--- config.mk ---
export PLATFORM = sky130hd
export DESIGN_NAME = calc1_port_arbiter
export DESIGN_NICKNAME = d
export VERILOG_FILES = /design/src/rtl/calc1_port_arbiter.sv
export SDC_FILE = /design/constraint.sdc
export NUM_CORES = 1
export LEC_CHECK = 0
export BUFFER_PORTS_ARGS = -buffer_cell sky130_fd_sc_hd__buf_4
export CAP_MARGIN = 30
export CORE_MARGIN = 2
export CORE_UTILIZATION = 45
export CTS_CLUSTER_SIZE = 28
export DETAILED_ROUTE_END_ITERATION = 10
export HOLD_SLACK_MARGIN = 0.05
export PLACE_DENSITY = 0.77
export SETUP_SLACK_MARGIN = 0.05
export SLEW_MARGIN = 10
export SYNTH_ARGS = -nofsm -noshare
export SYNTH_HDL_FRONTEND = slang
export SYNTH_SLANG_ARGS = --single-unit
--- constraint.sdc ---
create_clock -name c_clk -period 1.6 [get_ports c_clk]
set_input_delay 0.24 -clock c_clk [delete_from_list [all_inputs] [get_ports c_clk]]
set_output_delay 0.24 -clock c_clk [all_outputs]
set_load 0.02 [all_outputs]
--- src/rtl/calc1_port_arbiter.sv ---
// calc1_port_arbiter
// Round-robin scheduler in front of one calc1 ALU port. Each requester slot
// captures a two-cycle cmd/op1, op2 request and holds it until the arbiter
// has driven it to the ALU and returned the ALU's answer to that slot.
// Optional ALU-response watchdog: define CALC1_ARB_TIMEOUT_EN.

// One requester slot: capture cmd/op1, then op2, then hold until served.
module calc1_arb_slot (
    input  logic        c_clk,
    input  logic        reset,
    input  logic [3:0]  cmd_in,
    input  logic [31:0] data_in,
    input  logic        done,
    output logic        busy,
    output logic        pend,
    output logic [3:0]  cmd,
    output logic [31:0] op1,
    output logic [31:0] op2
);
    typedef enum logic [1:0] {S_IDLE, S_OP2, S_PEND} slot_st_t;

    slot_st_t    st_q, st_d;
    logic [3:0]  cmd_q, cmd_d;
    logic [31:0] op1_q, op1_d;
    logic [31:0] op2_q, op2_d;

    // Next-state: commands arriving while not idle are simply not looked at.
    always_comb begin
        st_d  = st_q;
        cmd_d = cmd_q;
        op1_d = op1_q;
        op2_d = op2_q;
        case (st_q)
            S_IDLE: begin
                if (cmd_in != 4'b0000) begin
                    cmd_d = cmd_in;
                    op1_d = data_in;
                    st_d  = S_OP2;
                end
            end
            S_OP2: begin
                op2_d = data_in;
                st_d  = S_PEND;
            end
            S_PEND: begin
                if (done) st_d = S_IDLE;
            end
            default: st_d = S_IDLE;
        endcase
    end

    // Slot state and operand registers.
    always_ff @(posedge c_clk) begin
        if (reset) begin
            st_q  <= S_IDLE;
            cmd_q <= 4'b0000;
            op1_q <= 32'd0;
            op2_q <= 32'd0;
        end else begin
            st_q  <= st_d;
            cmd_q <= cmd_d;
            op1_q <= op1_d;
            op2_q <= op2_d;
        end
    end

    assign busy = (st_q != S_IDLE);
    assign pend = (st_q == S_PEND);
    assign cmd  = cmd_q;
    assign op1  = op1_q;
    assign op2  = op2_q;
endmodule

module calc1_port_arbiter #(
    parameter int NUM_REQ = 4,
    parameter int TIMEOUT = 16
) (
    input  logic                  c_clk,
    input  logic                  reset,
    input  logic [4*NUM_REQ-1:0]  req_cmd_in,
    input  logic [32*NUM_REQ-1:0] req_data_in,
    output logic [2*NUM_REQ-1:0]  out_resp,
    output logic [32*NUM_REQ-1:0] out_data,
    output logic [NUM_REQ-1:0]    req_busy,
    output logic [3:0]            alu_cmd_out,
    output logic [31:0]           alu_data_out,
    input  logic [1:0]            alu_resp_in,
    input  logic [31:0]           alu_data_in,
    output logic                  timeout_err
);
    localparam int GW = (NUM_REQ > 1) ? $clog2(NUM_REQ) : 1;

    if (NUM_REQ < 1 || NUM_REQ > 8 || TIMEOUT < 2) begin : g_bad_cfg
        $error("calc1_port_arbiter: NUM_REQ must be 1..8 and TIMEOUT >= 2");
    end

    typedef enum logic [2:0] {A_IDLE, A_OP1, A_OP2, A_WAIT, A_RESP} arb_st_t;

    logic [NUM_REQ-1:0]        slot_pend;
    logic [NUM_REQ-1:0]        slot_done;
    logic [NUM_REQ-1:0][3:0]   slot_cmd;
    logic [NUM_REQ-1:0][31:0]  slot_op1;
    logic [NUM_REQ-1:0][31:0]  slot_op2;

    arb_st_t                   arb_q, arb_d;
    logic [GW-1:0]             grant_q, grant_d;
    logic [GW-1:0]             last_q, last_d;
    logic [3:0]                alu_cmd_q, alu_cmd_d;
    logic [31:0]               alu_data_q, alu_data_d;
    logic [NUM_REQ-1:0][1:0]   out_resp_q, out_resp_d;
    logic [NUM_REQ-1:0][31:0]  out_data_q, out_data_d;

    logic                      found;
    logic [GW-1:0]             grant_nxt;
    logic [GW-1:0]             idx_w;
    int                        idx;

    for (genvar i = 0; i < NUM_REQ; i++) begin : g_slot
        calc1_arb_slot u_slot (
            .c_clk   (c_clk),
            .reset   (reset),
            .cmd_in  (req_cmd_in[4*i +: 4]),
            .data_in (req_data_in[32*i +: 32]),
            .done    (slot_done[i]),
            .busy    (req_busy[i]),
            .pend    (slot_pend[i]),
            .cmd     (slot_cmd[i]),
            .op1     (slot_op1[i]),
            .op2     (slot_op2[i])
        );
        assign slot_done[i] = (arb_q == A_RESP) && (grant_q == GW'(i));
    end

    // Round-robin pick: first pending slot after the last one served.
    always_comb begin
        found     = 1'b0;
        grant_nxt = '0;
        idx       = 0;
        idx_w     = '0;
        for (int k = 1; k <= NUM_REQ; k++) begin
            idx = int'(last_q) + k;
            if (idx >= NUM_REQ) idx = idx - NUM_REQ;
            idx_w = GW'(idx);
            if (!found && slot_pend[idx_w]) begin
                found     = 1'b1;
                grant_nxt = idx_w;
            end
        end
    end

`ifdef CALC1_ARB_TIMEOUT_EN
    localparam int TW = $clog2(TIMEOUT) + 1;
    logic [TW-1:0] timer_q, timer_d;
    logic          tmo_q, tmo_d;
`endif

    // Arbiter next-state; ALU drive and per-slot responses are registered.
    always_comb begin
        arb_d      = arb_q;
        grant_d    = grant_q;
        last_d     = last_q;
        alu_cmd_d  = 4'b0000;
        alu_data_d = 32'd0;
        out_resp_d = '0;
        out_data_d = '0;
`ifdef CALC1_ARB_TIMEOUT_EN
        timer_d    = timer_q;
        tmo_d      = 1'b0;
`endif
        case (arb_q)
            A_IDLE: begin
                if (found) begin
                    grant_d    = grant_nxt;
                    alu_cmd_d  = slot_cmd[grant_nxt];
                    alu_data_d = slot_op1[grant_nxt];
                    arb_d      = A_OP1;
                end
            end
            A_OP1: begin
                alu_data_d = slot_op2[grant_q];
                arb_d      = A_OP2;
            end
            A_OP2: begin
`ifdef CALC1_ARB_TIMEOUT_EN
                timer_d = '0;
`endif
                arb_d = A_WAIT;
            end
            A_WAIT: begin
                if (alu_resp_in != 2'b00) begin
                    out_resp_d[grant_q] = alu_resp_in;
                    out_data_d[grant_q] = alu_data_in;
                    arb_d               = A_RESP;
                end
`ifdef CALC1_ARB_TIMEOUT_EN
                else if (timer_q == TW'(TIMEOUT - 1)) begin
                    // ALU never answered: report invalid/timeout to the owner
                    out_resp_d[grant_q] = 2'b11;
                    out_data_d[grant_q] = 32'd0;
                    tmo_d               = 1'b1;
                    arb_d               = A_RESP;
                end else begin
                    timer_d = timer_q + TW'(1);
                end
`endif
            end
            A_RESP: begin
                last_d = grant_q;
                arb_d  = A_IDLE;
            end
            default: arb_d = A_IDLE;
        endcase
    end

    // Arbiter state and registered outputs.
    always_ff @(posedge c_clk) begin
        if (reset) begin
            arb_q      <= A_IDLE;
            grant_q    <= '0;
            last_q     <= GW'(NUM_REQ - 1);
            alu_cmd_q  <= 4'b0000;
            alu_data_q <= 32'd0;
            out_resp_q <= '0;
            out_data_q <= '0;
        end else begin
            arb_q      <= arb_d;
            grant_q    <= grant_d;
            last_q     <= last_d;
            alu_cmd_q  <= alu_cmd_d;
            alu_data_q <= alu_data_d;
            out_resp_q <= out_resp_d;
            out_data_q <= out_data_d;
        end
    end

`ifdef CALC1_ARB_TIMEOUT_EN
    // Watchdog counter and expiry pulse.
    always_ff @(posedge c_clk) begin
        if (reset) begin
            timer_q <= '0;
            tmo_q   <= 1'b0;
        end else begin
            timer_q <= timer_d;
            tmo_q   <= tmo_d;
        end
    end
    assign timeout_err = tmo_q;
`else
    assign timeout_err = 1'b0;
`endif

    assign alu_cmd_out  = alu_cmd_q;
    assign alu_data_out = alu_data_q;
    assign out_resp     = out_resp_q;
    assign out_data     = out_data_q;
endmodule

==> impl_metrics.csv, run 1 <==
group,metric,value,unit
critical_path,startpoint_type,"flip-flop",
synthesis,yosysMostFrequentCell,"nand2_1",
min_path,min_from,"reset",
synthesis,ys_ff_latch,459,
synthesis,synth_edf_count,0,
clock_network,cts_buffers,46,
critical_path,cp_slowest_stage_delay,0.39,ns
placement,pre_cts_slack,-0.2271,ns
clock_network,htreeDepth,2,
global_route,grt.total_usage,0.3001,
layout,area_delta_synth_final,52.45,%
critical_path,path_class,"reg -> reg",
drt,via_per_inst,5.551,
pwr,p_leak,10.52,nW
placement,place.gp.congestion,0.9288,
min_path,whs_endpoint,"grant_q[0]",
pwr,ir_drop,947.0,µV
drt,wire_per_inst,21.61,µm
synthesis,ys.flop_type,"dfxtp_1",
critical_path,critical_path_buf_inv_count,1,
pwr,power_density,1221,mW/mm²
synthesis,synthCells,1814,
synthesis,synth_fp_nets,1994,
min_path,hold_path_class,"in -> reg",
synthesis,yosysSeqAreaShare,0.5578,
die,io_pins,357,
clock_network,clkSinkCount,459,
layout,multi_input_area,0.007455,mm²
critical_path,rr_endpoint,"alu_data_out[25]",
die,die_h,195.3,µm
critical_path,reg2reg_depth,6,
die,core,0.03635,mm²
outcome,failed_checks,"negative setup slack",
drt,first_pass_iters,5,
critical_path,setup.worst_path.end_class,"flip-flop",
drt,wirelength,62.55,mm
outcome,status,"finished, violations left",
synthesis,synth.area.top_cells,"dfxtp_1 (56%), nand2_1 (13%), a21oi_1 (8.4%), and2_1 (5.2%), mux2i_1 (4.4%)",
synthesis,synth_common_cells,"nand2_1 (575), dfxtp_1 (459), a21oi_1 (276)",
timing,slew_headroom,0.5765,
job,drv_cap,0,
timing,fin_skew,0.02964,ns
die,rows,70,
timing,setup_slack,-0.3460,ns
critical_path,arrival,2.39,ns
critical_path,worstReg2RegStart,"g_slot[3].u_slot.st_q[1]",
timing,fmax,513.9,MHz
synthesis,synthArstFlopShare,0,
critical_path,path_delay_family,"compound AO/OA/AOI/OAI gates",
global_route,grt_pass1_vias,15890,
critical_path,path_cells,"nor3b_4 -> a21oi_2 -> a211oi_4 -> buf_6 -> mux2i_2 -> o221ai_2",
timing,min_period,1.946,ns
timing,setup_violations,49,
layout,drive_above_1_share,0.3153,
synthesis,netlist.area_leader.share,0.5578,
timing,rsz0062_at_grt,"true",
timing,hold_viol,0,
timing,tightest_slew,0.6353,ns
global_route,grt_first_pass_wirelength,88.38,mm
min_path,hold_depth,3,
critical_path,r2r_setup_slack,-0.35,ns
drt,ant_nets,0,
pwr,power,30.66,mW
synthesis,syn_avg_cell_area,9.081,µm²
layout,post-route-util,0.6909,
synthesis,synthDistinctLibCells,38,
critical_path,critPathMaxFanout,8,
synthesis,ys_warn_count,0,
layout,nFillCells,2430,
timing,timing.final.crit_share,1.216,
drt,route.detailed.drc,0,
placement,place_hpwl,35.40,mm
clock_network,insertion_delay,0.59,ns
global_route,antenna_found_initial,3,
global_route,grt_start_max_net_pins,115,
synthesis,yosys.area.top_type,"dfxtp_1",
die,initial_core_util,0.4532,
clock_network,cts_tree,"built",
layout,seq_area,0.009210,mm²
die,die_w,195.3,µm
clock_network,cts_root_buf,"clkbuf_16",
clock_network,cts.clk_slew.worst_paths,0.07,ns
critical_path,crit_slowest_cell,"dfxtp_2",
global_route,grt_remaining_overflow,0,
timing,drv_slew,0,
critical_path,crit_required,2.05,ns
synthesis,syn_area,0.01647,mm²
die,dieArea,0.03815,mm²
placement,port_buffers,355,
clock_network,clk_path_buf_depth,3,
layout,nets,2568,
drt,num_vias,16070,
timing,finalHoldWorstSlack,0.1202,ns
drt,drtIter0Drc,1282,
kinds of logic (layout without fill, tap and decap cells):
kind of cell	after synthesis	after routing	synth area share
mux	105	105	0.08811
other cells	1	4	0.0002276
simple gates	773	773	0.2024
buf+inv	145	754	0.03608
flops	459	459	0.5578
compound gates	331	331	0.1154
through the flow:
step,instances,setup TNS [ns],area [µm²]
after global placement,2591,-3.760,20500
after floorplan,1814,-0.1444,16570
final,2894,-8.670,25110
after detailed placement,2591,-6.285,20500
after global routing,2894,-11.61,25110
after CTS,2865,-5.671,24150
worst min-delay path: cells and delay by family:
kind            cells  cell delay (ns)
buf+inv             2             0.35
compound gates      1             0.05
sequential cells by signal, summed over array words and instances, names as in the netlist:
register / cells
alu_cmd_out: 4
alu_data_out: 32
arb_q: 3
g_slot.u_slot.cmd: 16
g_slot.u_slot.op1: 128
g_slot.u_slot.op2: 128
g_slot.u_slot.st_q: 8
grant_q: 2
last_q: 2
out_data: 128
out_resp: 8
worst max path at each step:
stage,start,end,slack (ns),depth (start not counted)
CTS,g_slot[3].u_slot.st_q[0],req_busy[3],-0.20,6
global route,g_slot[3].u_slot.st_q[1],alu_data_out[25],-0.37,6
finish,g_slot[3].u_slot.st_q[1],alu_data_out[25],-0.35,6
detailed placement,last_q[0],alu_data_out[24],-0.23,6
global placement,g_slot[1].u_slot.st_q[0],alu_data_out[26],-0.13,6
floorplan,g_slot[2].u_slot.st_q[0],alu_data_out[11],-0.01,7
timing repair:
item | 4_1_cts | 5_1_grt
pin swaps | 14 | 54
hold endpoints to repair | 408 | 0
setup buffers | 13 | 16
endpoints found under the setup margin | 151 | 211
cloned | 1 | 12
gates resized for setup | 61 | 139
hold buffers | 178 | 0
report_power, final:
group          internal (mW)  total, mW  switching [mW]
Clock                   6.24       10.9            4.66
Sequential              12.2       12.7           0.479
Combinational           3.20       7.06            3.86
Total                   21.7       30.7            9.00
cell usage in the layout (no fill, tap or decap), drive strengths merged, types with 2 or more instances in the layout:
| cell type | netlist | final |
|---|---|---|
| o221ai | 32 | 32 |
| dlygate4sd3 | 0 | 178 |
| nand2b | 12 | 12 |
| bufinv | 0 | 4 |
| nor2 | 29 | 29 |
| diode | 0 | 3 |
| dfxtp | 459 | 459 |
| nand2 | 575 | 575 |
| and2 | 136 | 136 |
| clkinvlp | 0 | 2 |
| nor3 | 3 | 3 |
| a21oi | 276 | 276 |
| a22oi | 5 | 5 |
| clkinv | 0 | 18 |
| a311o | 2 | 2 |
| nor4 | 5 | 5 |
| mux4 | 32 | 32 |
| a211oi | 3 | 3 |
| o21ai | 4 | 4 |
| clkbuf | 111 | 67 |
| inv | 9 | 12 |
| o22ai | 4 | 4 |
| nor2b | 8 | 8 |
| buf | 25 | 473 |
| mux2i | 73 | 73 |
metal layers:
metal / global-route usage / vias up / share of wire / wire length, µm
li1: - / 7144 / - / -
met1: 0.3392 / 7540 / 0.35 / 21970
met2: 0.5237 / 1068 / 0.48 / 30210
met3: 0.06874 / 314 / 0.098 / 6160
met4: 0.1677 / 0 / 0.067 / 4210
met5: 0 / - / 0 / 0
cell type report:
| cell class | count | area share |
|---|---|---|
| Antenna cell | 3 | 0.0002989 |
| Clock inverter | 27 | 0.01066 |
| Multi-Input combinational cell | 1210 | 0.2968 |
| Clock buffer | 56 | 0.04972 |
| Timing Repair Buffer | 662 | 0.2509 |
| Tap cell | 468 | 0.02332 |
| Inverter | 9 | 0.001545 |
| Sequential cell | 459 | 0.3667 |
(Power assumes the default switching activity.)
==> run 2: changes to the inputs <==
Settings changed: ABC_AREA set to 1, PLACE_DENSITY 0.77 to 0.76.
==> impl_metrics.csv, run 2 <==
group,metric,value,unit
synthesis,synth_edf_count,0,
min_path,hold_depth,5,
clock_network,clkSinkCount,459,
layout,nets,2876,
critical_path,arrival,2.61,ns
critical_path,startpoint_type,"flip-flop",
drt,via_per_inst,5.513,
timing,timing.final.crit_share,1.324,
drt,first_pass_iters,6,
layout,area_delta_synth_final,48.89,%
synthesis,yosysSeqAreaShare,0.5441,
critical_path,cp_slowest_stage_delay,0.39,ns
timing,finalHoldWorstSlack,0.2750,ns
synthesis,ys_warn_count,0,
clock_network,cts_root_buf,"clkbuf_16",
min_path,min_from,"req_cmd_in[12]",
critical_path,critical_path_buf_inv_count,3,
job,drv_cap,0,
critical_path,path_cells,"inv_8 -> nand2_2 -> nand2_4 -> nand3_2 -> nand2_4 -> nand2_2 -> nand2_4 -> nand3_4 -> buf_12 -> buf_16 -> a21oi_2 -> o21ai_1 -> a21oi_1",
clock_network,cts.clk_slew.worst_paths,0.06,ns
global_route,grt_remaining_overflow,0,
die,initial_core_util,0.4591,
clock_network,clk_path_buf_depth,3,
synthesis,syn_area,0.01689,mm²
synthesis,synth_common_cells,"dfxtp_1 (459), nor2_1 (299), o21ai_0 (268)",
timing,finalSetupTns,-15.06,ns
clock_network,htreeDepth,2,
die,io_pins,357,
min_path,hold_path_class,"in -> reg",
min_path,whs_endpoint,"g_slot[3].u_slot.st_q[0]",
synthesis,synthDistinctLibCells,38,
critical_path,path_delay_family,"simple AND/OR/NAND/NOR gates",
synthesis,ys.flop_type,"dfxtp_1",
synthesis,synth_adder_area_share,0,
die,die_h,197.7,µm
placement,port_buffers,355,
synthesis,syn_avg_cell_area,7.896,µm²
pwr,ir_drop,891.9,µV
timing,tightest_slew,0.5088,ns
critical_path,setup.worst_path.end_class,"flip-flop",
critical_path,path_class,"reg -> reg",
drt,wire_per_inst,20.24,µm
timing,setup_violations,44,
critical_path,cpMostUsedCell,"nand2_4",
synthesis,synth_fp_nets,2319,
critical_path,reg2reg_depth,13,
synthesis,synth.area.top_cells,"dfxtp_1 (54%), o21ai_0 (7.9%), a21oi_1 (6.9%), nor2_1 (6.6%), nand2_1 (5.6%)",
layout,post-route-util,0.6836,
global_route,grt.total_usage,0.3035,
drt,ant_nets,0,
timing,fin_skew,0.02417,ns
layout,final_cells,3200,
synthesis,yosys.area.top_type,"dfxtp_1",
timing,fmax,472.2,MHz
die,rows,70,
layout,fin_area,0.02515,mm²
global_route,grt_pass1_vias,17130,
drt,drtIter0Drc,1568,
placement,place_hpwl,36.49,mm
placement,place.gp.congestion,0.8515,
critical_path,critPathMaxFanout,18,
synthesis,synthArstFlopShare,0,
outcome,status,"finished, violations left",
placement,dp_cells,2904,
global_route,grt_first_pass_wirelength,92.31,mm
synthesis,synthCells,2139,
timing,min_period,2.118,ns
layout,final_cell_mix,"dfxtp_1 (449), buf_4 (418), nor2_1 (277)",
drt,route.detailed.drc,0,
die,die_w,197.7,µm
timing,drv_slew,0,
clock_network,insertion_delay,0.59,ns
synthesis,ys_ff_latch,459,
layout,final_common_cell,"dfxtp_1",
critical_path,worstReg2RegStart,"last_q[0]",
synthesis,synthSimpleGateAreaFrac,0.1729,
layout,drive_above_1_share,0.2618,
pwr,power_density,1404,mW/mm²
synthesis,netlist.area_leader.share,0.5441,
critical_path,rr_endpoint,"alu_cmd_out[3]",
synthesis,yosysMostFrequentCell,"dfxtp_1",
clock_network,cts_buffers,46,
critical_path,crit_slowest_cell,"dfxtp_4",
outcome,failed_checks,"negative setup slack",
drt,wirelength,64.78,mm
synthesis,synth_compound_area_frac,0.1894,
placement,placed_area,0.02078,mm²
drt,num_vias,17640,
critical_path,crit_required,2.10,ns
global_route,grt_start_max_net_pins,77,
critical_path,r2r_setup_slack,-0.52,ns
timing,slew_headroom,0.6608,
synthesis,synth_top_family_by_area,"compound AO/OA/AOI/OAI gates",
die,dieArea,0.03910,mm²
global_route,antenna_found_initial,2,
synthesis,synth_mux_area_frac,0,
die,core,0.03679,mm²
synthesis,synth-xor-area-share,0,
timing,rsz0062_at_grt,"true",
timing,setup_slack,-0.5179,ns
pwr,p_leak,11.16,nW
timing,hold_viol,0,
clock_network,cts_tree,"built",
## run 2: per-stage QoR
stage	setup slack, ns	power [mW]
2_1_floorplan	-0.1630	18.49
3_5_place_dp	-0.5353	22.43
5_1_grt	-0.6088	36.62
6_report	-0.5179	35.30
4_1_cts	-0.3774	34.33
3_3_place_gp	-0.4674	22.22
## run 2: worst max-delay path by stage
stage	slack (ns)	cells past startpoint	start	end
after global placement	-0.47	12	last_q[0]	alu_data_out[6]
after CTS	-0.38	13	last_q[0]	alu_cmd_out[1]
after global routing	-0.61	13	last_q[0]	alu_cmd_out[3]
final	-0.52	13	last_q[0]	alu_cmd_out[3]
after floorplan	-0.16	13	last_q[0]	alu_data_out[16]
after detailed placement	-0.54	12	last_q[0]	alu_data_out[7]
## run 2: per-layer routing
layer | GRT usage | share of wire
met2 | 0.5263 | 0.48
met3 | 0.05638 | 0.092
met5 | 0 | 0.00014
met1 | 0.3581 | 0.37
met4 | 0.1579 | 0.053
## run 2: cells by family after synthesis
logic type / Yosys count
other cells: 1
compound gates: 585
flops: 459
buf+inv: 394
simple gates: 700
## run 2: repair_timing
| item | CTS | global route |
|---|---|---|
| pin swaps | 12 | 17 |
| hold buffers | 179 | 0 |
| setup endpoints to repair | 150 | 294 |
| cloned | 3 | 9 |
| hold endpoints to repair | 407 | 0 |
| setup buffers | 11 | 10 |
| gates resized for setup | 49 | 159 |
## run 2: worst min-delay path: stages
cell and delay (ns):
buf_4 0.09, or4_4 0.13, nand2_4 0.09, buf_4 0.19, nor2_1 0.08
## run 2: layout make-up
type	count	area [µm²]
flip-flops and latches	459	9209
clock buffers	69	1401
fillers	2738	11640
well taps	468	585.6
diodes	1	2.502
inverters	241	923.4
clock inverters	14	178.9
repair buffers	662	6126
multi-input cells	1286	6719
## run 2: power by group
part           leakage [nW]  total, mW  internal [mW]  switching, mW
Clock                 0.776       11.3           6.69           4.58
Sequential             3.77       13.1           12.6          0.484
Combinational          6.61       10.9           4.15           6.74
==> run 3: changes to the inputs <==
Settings changed: CORE_UTILIZATION 45 to 35, PLACE_DENSITY 0.76 to 0.56.
==> impl_metrics.csv, run 3 (synthesis results as in run 2) <==
group,metric,value,unit
outcome,status,"finished, violations left",
outcome,failed_checks,"negative setup slack",
clock_network,cts_tree,"built",
clock_network,cts.clk_slew.worst_paths,0.06,ns
timing,fmax,494.8,MHz
placement,dp_cells,3064,
layout,nets,2894,
pwr,switching_share,0.3338,
clock_network,clk_path_buf_depth,3,
placement,place.gp.congestion,0.8142,
pwr,p_leak,11.40,nW
clock_network,cts_root_buf,"clkbuf_16",
global_route,grt_pass1_vias,16040,
layout,drive_above_1_share,0.2759,
critical_path,startpoint_type,"flip-flop",
drt,first_pass_iters,7,
die,dieArea,0.05003,mm²
pwr,p_comb_frac,0.318,
critical_path,arrival,2.51,ns
pwr,power,36.89,mW
drt,ant_nets,0,
layout,final_common_cell,"dfxtp_1",
critical_path,crit_required,2.09,ns
drt,route.detailed.drc,0,
pwr,power_density,1421,mW/mm²
pwr,switchingPower,12.31,mW
min_path,hold_path_class,"in -> reg",
timing,timing.final.crit_share,1.263,
drt,wirelength,64.96,mm
critical_path,path_class,"reg -> reg",
layout,multi_input_area,0.006940,mm²
drt,via_per_inst,5.006,
die,rows,80,
timing,rsz0062_at_grt,"true",
drt,num_vias,16860,
placement,pre_cts_slack,-0.4007,ns
layout,nFillCells,4303,
global_route,grt_start_max_net_pins,69,
timing,setup_violations,43,
timing,min_period,2.021,ns
drt,drtIter0Drc,1179,
placement,port_buffers,355,
die,core,0.04765,mm²
layout,final_cell_mix,"dfxtp_1 (450), buf_4 (412), nor2_1 (275)",
clock_network,insertion_delay,0.60,ns
placement,place_hpwl,39.30,mm
die,die_h,223.7,µm
pwr,p_int,24.58,mW
clock_network,htreeDepth,2,
layout,seq_area,0.009215,mm²
timing,hold_viol,0,
global_route,antenna_found_initial,2,
placement,placed_area,0.02110,mm²
min_path,hold_depth,6,
timing,drv_slew,0,
layout,area_delta_synth_final,53.77,%
timing,setup_slack,-0.4209,ns
clock_network,clkSinkCount,459,
pwr,p_clk_frac,0.326,
layout,final_cells,3367,
critical_path,setup.worst_path.end_class,"flip-flop",
die,die_w,223.7,µm
die,initial_core_util,0.3545,
job,drv_cap,0,
die,io_pins,357,
timing,fin_skew,0.02817,ns
clock_network,cts_buffers,49,
pwr,pwr-share-seq,0.356,
pwr,ir_drop,757.7,µV
critical_path,critPathMaxFanout,9,
layout,fin_area,0.02597,mm²
timing,finalHoldWorstSlack,0.2785,ns
global_route,grt.total_usage,0.2355,
global_route,grt_remaining_overflow,0,
drt,wire_per_inst,19.29,µm
global_route,grt_first_pass_wirelength,91.29,mm
critical_path,reg2reg_depth,15,
run 3: cell types whose count changed in the layout (fill, tap and decap cells not counted), sizes merged:
cell      delta
buf         +14
clkbuf       +2
bufinv       +2
clkinvlp     -1
inv          -1
clkinv       +4
run 3: cell type report:
| type | count | area share |
|---|---|---|
| multi-input cells | 1286 | 0.2672 |
| clock inverters | 18 | 0.01021 |
| repair buffers | 677 | 0.2469 |
| diodes | 1 | 0.00009636 |
| flip-flops and latches | 459 | 0.3548 |
| clock buffers | 70 | 0.05531 |
| well taps | 615 | 0.02963 |
| inverters | 241 | 0.03580 |
run 3: stage by stage:
step                      utilization  setup TNS [ns]
after floorplan                     -          -5.414
after global placement         0.4429          -12.53
after detailed placement       0.4429          -14.27
after CTS                      0.5278          -13.18
after global routing           0.5451          -19.15
final                          0.5451          -15.32
run 3: timing repair:
action / CTS / global route
endpoints found under the hold margin: 410 / 0
endpoints found under the setup margin: 105 / 178
pin swaps: 19 / 18
gates resized for setup: 98 / 137
hold buffers: 179 / 0
cloned: 3 / 11
buffers inserted: 7 / 14
run 3: per-layer routing:
layer,vias up,routed length [µm],GRT usage
met5,-,11,0
met4,2,2430,0.09398
met3,135,4597,0.04328
met2,669,30510,0.3939
met1,7913,27410,0.3005
li1,8137,-,-
run 3: final timing paths:
| check | from | endpoint | slack [ns] |
|---|---|---|---|
| worst min register to register | g_slot[2].u_slot.op1[14] | g_slot[2].u_slot.op1[14] | 0.45 |
| worst min-delay path | req_cmd_in[7] | g_slot[1].u_slot.cmd[3] | 0.28 |
| worst max register to register | last_q[0] | alu_data_out[13] | -0.42 |
| worst max-delay path | last_q[0] | alu_data_out[13] | -0.42 |
run 3: critical path, cell delays in order, from the launching register on:
cell	delay (ns)
dfxtp_4	0.40
inv_8	0.11
nand3_4	0.09
nand2_2	0.11
buf_4	0.12
nand2_1	0.07
a21oi_2	0.14
nand2_2	0.09
a21oi_4	0.21
buf_6	0.13
nor2_4	0.04
buf_12	0.16
nand3_2	0.07
nand3_2	0.06
nand2_1	0.05
inv_1	0.04
run 3: power groups by stage:
stage / clock, mW / combinational (mW) / sequential (mW)
floorplan: 0 / 5.00 / 13.5
global route: 12.6 / 12.5 / 13.2
detailed placement: 0 / 9.36 / 13.3
finish: 12.0 / 11.7 / 13.1
global placement: 0 / 9.25 / 13.3
CTS: 12.2 / 10.7 / 13.1
